==> src/rtl/mux_rr_reg.sv <==
// N-channel W-bit multiplexer with a registered output stage and valid/ready handshake.
// The source is picked by an explicit select (MODE=0) or by round-robin over valid channels (MODE=1).
module mux_rr_reg #(
  parameter int unsigned WIDTH = 8,
  parameter int unsigned NCH   = 4,
  parameter int unsigned SELW  = 2,
  parameter int unsigned MODE  = 0
) (
  input  logic                 clk,
  input  logic                 rst_n,
  input  logic [NCH*WIDTH-1:0] in_data,
  input  logic [NCH-1:0]       in_valid,
  output logic [NCH-1:0]       in_ready,
  input  logic [SELW-1:0]      sel,
  output logic [WIDTH-1:0]     out_data,
  output logic [SELW-1:0]      out_chan,
  output logic                 out_valid,
  input  logic                 out_ready
);

  logic [WIDTH-1:0] data_q;
  logic [SELW-1:0]  chan_q;
  logic             valid_q;
  logic [SELW-1:0]  rr_ptr_q;

  logic [NCH-1:0]   grant;
  logic [SELW-1:0]  gidx;
  logic [WIDTH-1:0] gdata;
  logic             any_grant;
  logic             load;

  // Grant vector is one-hot or zero; gidx is meaningful only when any_grant is set.
  always_comb begin
    logic            found;
    int unsigned     t;
    logic [SELW-1:0] idx;
    grant = '0;
    gidx  = '0;
    found = 1'b0;
    t     = 0;
    idx   = '0;
    if (MODE == 0) begin
      if (32'(sel) < NCH) begin
        grant[sel] = in_valid[sel];
        gidx       = sel;
      end
    end else begin
      for (int unsigned j = 0; j < NCH; j++) begin
        t   = (32'(rr_ptr_q) + j) % NCH;
        idx = SELW'(t);
        if (!found && in_valid[idx]) begin
          found      = 1'b1;
          grant[idx] = 1'b1;
          gidx       = idx;
        end
      end
    end
  end

  always_comb begin
    gdata = '0;
    for (int unsigned i = 0; i < NCH; i++) begin
      if (grant[i]) gdata = in_data[i*WIDTH +: WIDTH];
    end
  end

  assign any_grant = |grant;
  assign load      = ~valid_q | out_ready;
  assign in_ready  = grant & {NCH{load}};

  always_ff @(posedge clk or negedge rst_n) begin
    if (!rst_n) begin
      data_q   <= '0;
      chan_q   <= '0;
      valid_q  <= 1'b0;
      rr_ptr_q <= '0;
    end else if (load) begin
      valid_q <= any_grant;
      if (any_grant) begin
        data_q <= gdata;
        chan_q <= gidx;
        if (MODE != 0) begin
          rr_ptr_q <= (gidx == SELW'(NCH - 1)) ? '0 : gidx + 1'b1;
        end
      end
    end
  end

  assign out_data  = data_q;
  assign out_chan  = chan_q;
  assign out_valid = valid_q;

endmodule

==> config.mk <==
export PLATFORM = sky130hd
export DESIGN_NAME = mux_rr_reg
export DESIGN_NICKNAME = d
export VERILOG_FILES = /design/src/rtl/mux_rr_reg.sv
export SDC_FILE = /design/constraint.sdc
export NUM_CORES = 1
export LEC_CHECK = 0
export ABC_AREA = 1
export BUFFER_PORTS_ARGS = -buffer_cell sky130_fd_sc_hd__buf_2
export CAP_MARGIN = 30
export CORE_MARGIN = 2
export CORE_UTILIZATION = 35
export DETAILED_ROUTE_END_ITERATION = 6
export GPL_TIMING_DRIVEN = 0
export PLACE_DENSITY = 0.69
export SLEW_MARGIN = 20
export SYNTH_ARGS = -nofsm -noshare
export SYNTH_HDL_FRONTEND = slang
export SYNTH_SLANG_ARGS = --single-unit
==> constraint.sdc <==
create_clock -name clk -period 1.55 [get_ports clk]
set_clock_uncertainty 0.05 [all_clocks]
set_input_delay 0.0775 -clock clk [delete_from_list [all_inputs] [get_ports clk]]
set_output_delay 0.0775 -clock clk [all_outputs]
set_load 0.02 [all_outputs]
==> impl_metrics.py <==
metrics = {
    "synthesis": {
        "netlist_top_cells_area": "sky130_fd_sc_hd__dfrtp_1 (32%), sky130_fd_sc_hd__nand4_1 (23%), sky130_fd_sc_hd__nand2_1 (13%)",
        "yosys.area.top_type_share": 0.319,
        "yosys_top_cell_by_area": "sky130_fd_sc_hd__dfrtp_1",
        "synth-seq-area-share": 0.319,
        "postSynthCellCount": 109,
        "synth_area_sq_um": 863,
        "synth-seq-cells": 11,
        "synth_fp_nets": 150,
        "synth.yosys.warnings": 0,
        "synth_cell_type_count": 19,
        "postSynthAreaPerCell_sq_um": 7.92,
    },
    "place": {
        "dp.final_hpwl_microns": 2110,
        "dp_slack_ns": 0.248,
        "dpl-instance-area_sq_um": 1150,
        "buffer_ports.inserted": 51,
        "post-place-cells": 188,
        "gpl.final_weighted_congestion": 0.837,
    },
    "clock_tree": {
        "h_tree_levels": 1,
        "numCtsBuffers": 3,
        "postCtsSetupRepairBufs": 0,
        "clk_pin_slew_ns": 0.08,
        "post_cts.resized_instances": 0,
        "cts.sink_count": 11,
        "insertion_delay_of_the_later_clocked_pin_in_the_worst_skew_pair_ns": 0.27,
        "cts-hold-fix-buffers": 1,
        "tritoncts": "built",
        "cts_buffer_depth": 2,
        "cts_root_buffer": "sky130_fd_sc_hd__clkbuf_4",
    },
    "finish": {
        "final_non_filler_cell_area_sq_um": 1190,
        "finish.utilization": 0.523,
        "flow.area_growth_from_synthesis_pct": 37.8,
        "antenna_cells": 0,
        "post_route_cells_drive_above_1_share": 0.461,
        "final_common_cell": "sky130_fd_sc_hd__buf_2",
        "layoutNonFillerInstCount": 193,
        "most_used_cells_in_the_layout_excluding_fill_and_tap_cells": "sky130_fd_sc_hd__buf_2 (55), sky130_fd_sc_hd__nand4_1 (32), sky130_fd_sc_hd__nand2_1 (30), sky130_fd_sc_hd__dfrtp_1 (11), sky130_fd_sc_hd__nand3_1 (8)",
        "finish.net_count": 207,
    },
    "worst_setup_path": {
        "worstPathRequired_ns": 1.42,
        "r2r_cells": 6,
        "cp_data_arrival_time_ns": 1.23,
        "worst-r2r-setup-slack_ns": 0.26,
        "crit_path_kind": "reg2out",
        "critPathCaptureType": "primary output",
        "start_kind": "flip-flop",
        "worst_r2r_end": "out_data[2]",
        "critical_path_peak_fanout": 6,
        "timing.rr.start": "out_valid",
    },
    "sta": {
        "setup_tns_ns": 0,
        "final_min_period_over_clock_period": 0.879,
        "timing_worst_slew_pin_value_ns": 0.452,
        "setup_repair_after_global_routing_missed_its_margin": "no",
        "post-route-min-period_ns": 1.36,
        "timing.slew.headroom": 0.698,
        "finalMaxSlewViolations": 0,
        "setup_viol_count_final": 0,
        "fmax_ghz": 0.734,
        "layout_setup_ws_ns": 0.188,
        "final_hold_violations": 0,
        "fin_hold_ws_ns": 0.0884,
    },
    "hold_path": {
        "hold_path_class": "in2reg",
        "hp-start": "in_data[3]",
        "holdPathEnd": "out_data[3]",
        "min_delay_path_depth": 5,
    },
    "global_route": {
        "initial_antenna_violation_count": 0,
        "first_global_vias": 1011,
        "grt.met3_usage": 0.0472,
        "grt_util_met2": 0.360,
        "grt_start_max_net_pins": 12,
        "groute.usage.overall": 0.212,
        "grt_util_met1": 0.245,
        "grt_pass1_wl_microns": 4330,
        "globalRoute.busiestLayer": "met2",
        "globalRouteOverflowTotal": 0,
    },
    "detailed_routing": {
        "detail-route-antenna-nets": 0,
        "routed_wire_length_per_instance_microns": 14.2,
        "drtIter0Drc": 20,
        "via_per_inst": 5.44,
        "drtPass1Iterations": 4,
        "vias": 1050,
        "drt_wl_total_microns": 2740,
        "drcViolationCount": 0,
    },
    "power": {
        "power_leakage_nw": 0.640,
        "ir_drop_mv": 0.512,
        "power_density_nw_per_um2": 797,
        "post-layout-total-power_mw": 0.948,
    },
    "floorplan": {
        "design.die.area_sq_um": 2880,
        "floorplan.initialDensity": 0.379,
        "floorplan.die.width_microns": 53.7,
        "placement_rows": 17,
        "floorplan.core_area_sq_um": 2280,
        "pin_count": 56,
        "die_height_microns": 53.7,
    },
    "job": {
        "maxCapViolCount": 0,
    },
    "run_status": {
        "outcome": "complete, no violations",
    },
}
flip-flops by register name, indices dropped and copies added, names as in the netlist:
name and cells:
out_data 8, out_valid 1, out_chan 2
power breakdown:
group | total, mW | internal, mW | switching (mW)
combinational | 0.382 | 0.140 | 0.241
clock | 0.201 | 0.0997 | 0.102
sequential | 0.365 | 0.339 | 0.0259
layer usage:
layer	wire (microns)	up-vias
met5	0	-
met4	32	0
met3	229	4
met2	1290	61
met1	1180	473
li1	-	512
area by class of cell:
class,instances,area [sq um]
fillers,228,1090
clock buffers,4,26.3
repair buffers,52,265
flip-flops and latches,11,275
multi-input cells,86,513
well taps,28,35.0
inverters,4,15.0
plain buffers,8,60.1
cells in the mapped netlist:
cell,count
sky130_fd_sc_hd__inv_1,2
sky130_fd_sc_hd__nand3_4,2
sky130_fd_sc_hd__nor2_2,2
sky130_fd_sc_hd__inv_2,2
sky130_fd_sc_hd__o21ai_4,1
sky130_fd_sc_hd__nand2_2,1
sky130_fd_sc_hd__nand2_1,30
sky130_fd_sc_hd__nor2_8,1
sky130_fd_sc_hd__nand3_1,8
sky130_fd_sc_hd__clkbuf_8,1
sky130_fd_sc_hd__nand4_1,32
sky130_fd_sc_hd__dfrtp_1,11
sky130_fd_sc_hd__buf_2,4
sky130_fd_sc_hd__nor2_1,4
sky130_fd_sc_hd__nor2_4,1
sky130_fd_sc_hd__buf_6,1
sky130_fd_sc_hd__nand2_4,3
sky130_fd_sc_hd__buf_4,2
sky130_fd_sc_hd__nand3_2,1
cell families after synthesis:
logic type,after synthesis,synth area share
DFF,11,0.319
buffers and inverters,12,0.0870
and+or+nand+nor,85,0.575
AOI/OAI and AO/OA,1,0.0188
how the worst max path moves through the flow:
stage,start,slack (ns),endpoint
4_1_cts,out_valid,0.16,in_ready[2]
5_1_grt,out_valid,0.04,in_ready[1]
3_3_place_gp,out_valid,0.30,out_data[7]
3_5_place_dp,out_valid,0.25,out_data[0]
6_report,out_valid,0.19,in_ready[2]
2_1_floorplan,out_valid,0.26,out_chan[0]
worst max-delay path, stage by stage (launching register included):
cell,delay [ns]
sky130_fd_sc_hd__dfrtp_1,0.35
sky130_fd_sc_hd__inv_1,0.05
sky130_fd_sc_hd__nor2_2,0.31
sky130_fd_sc_hd__nor2_1,0.09
sky130_fd_sc_hd__buf_2,0.17
(Power assumes the default switching activity.)
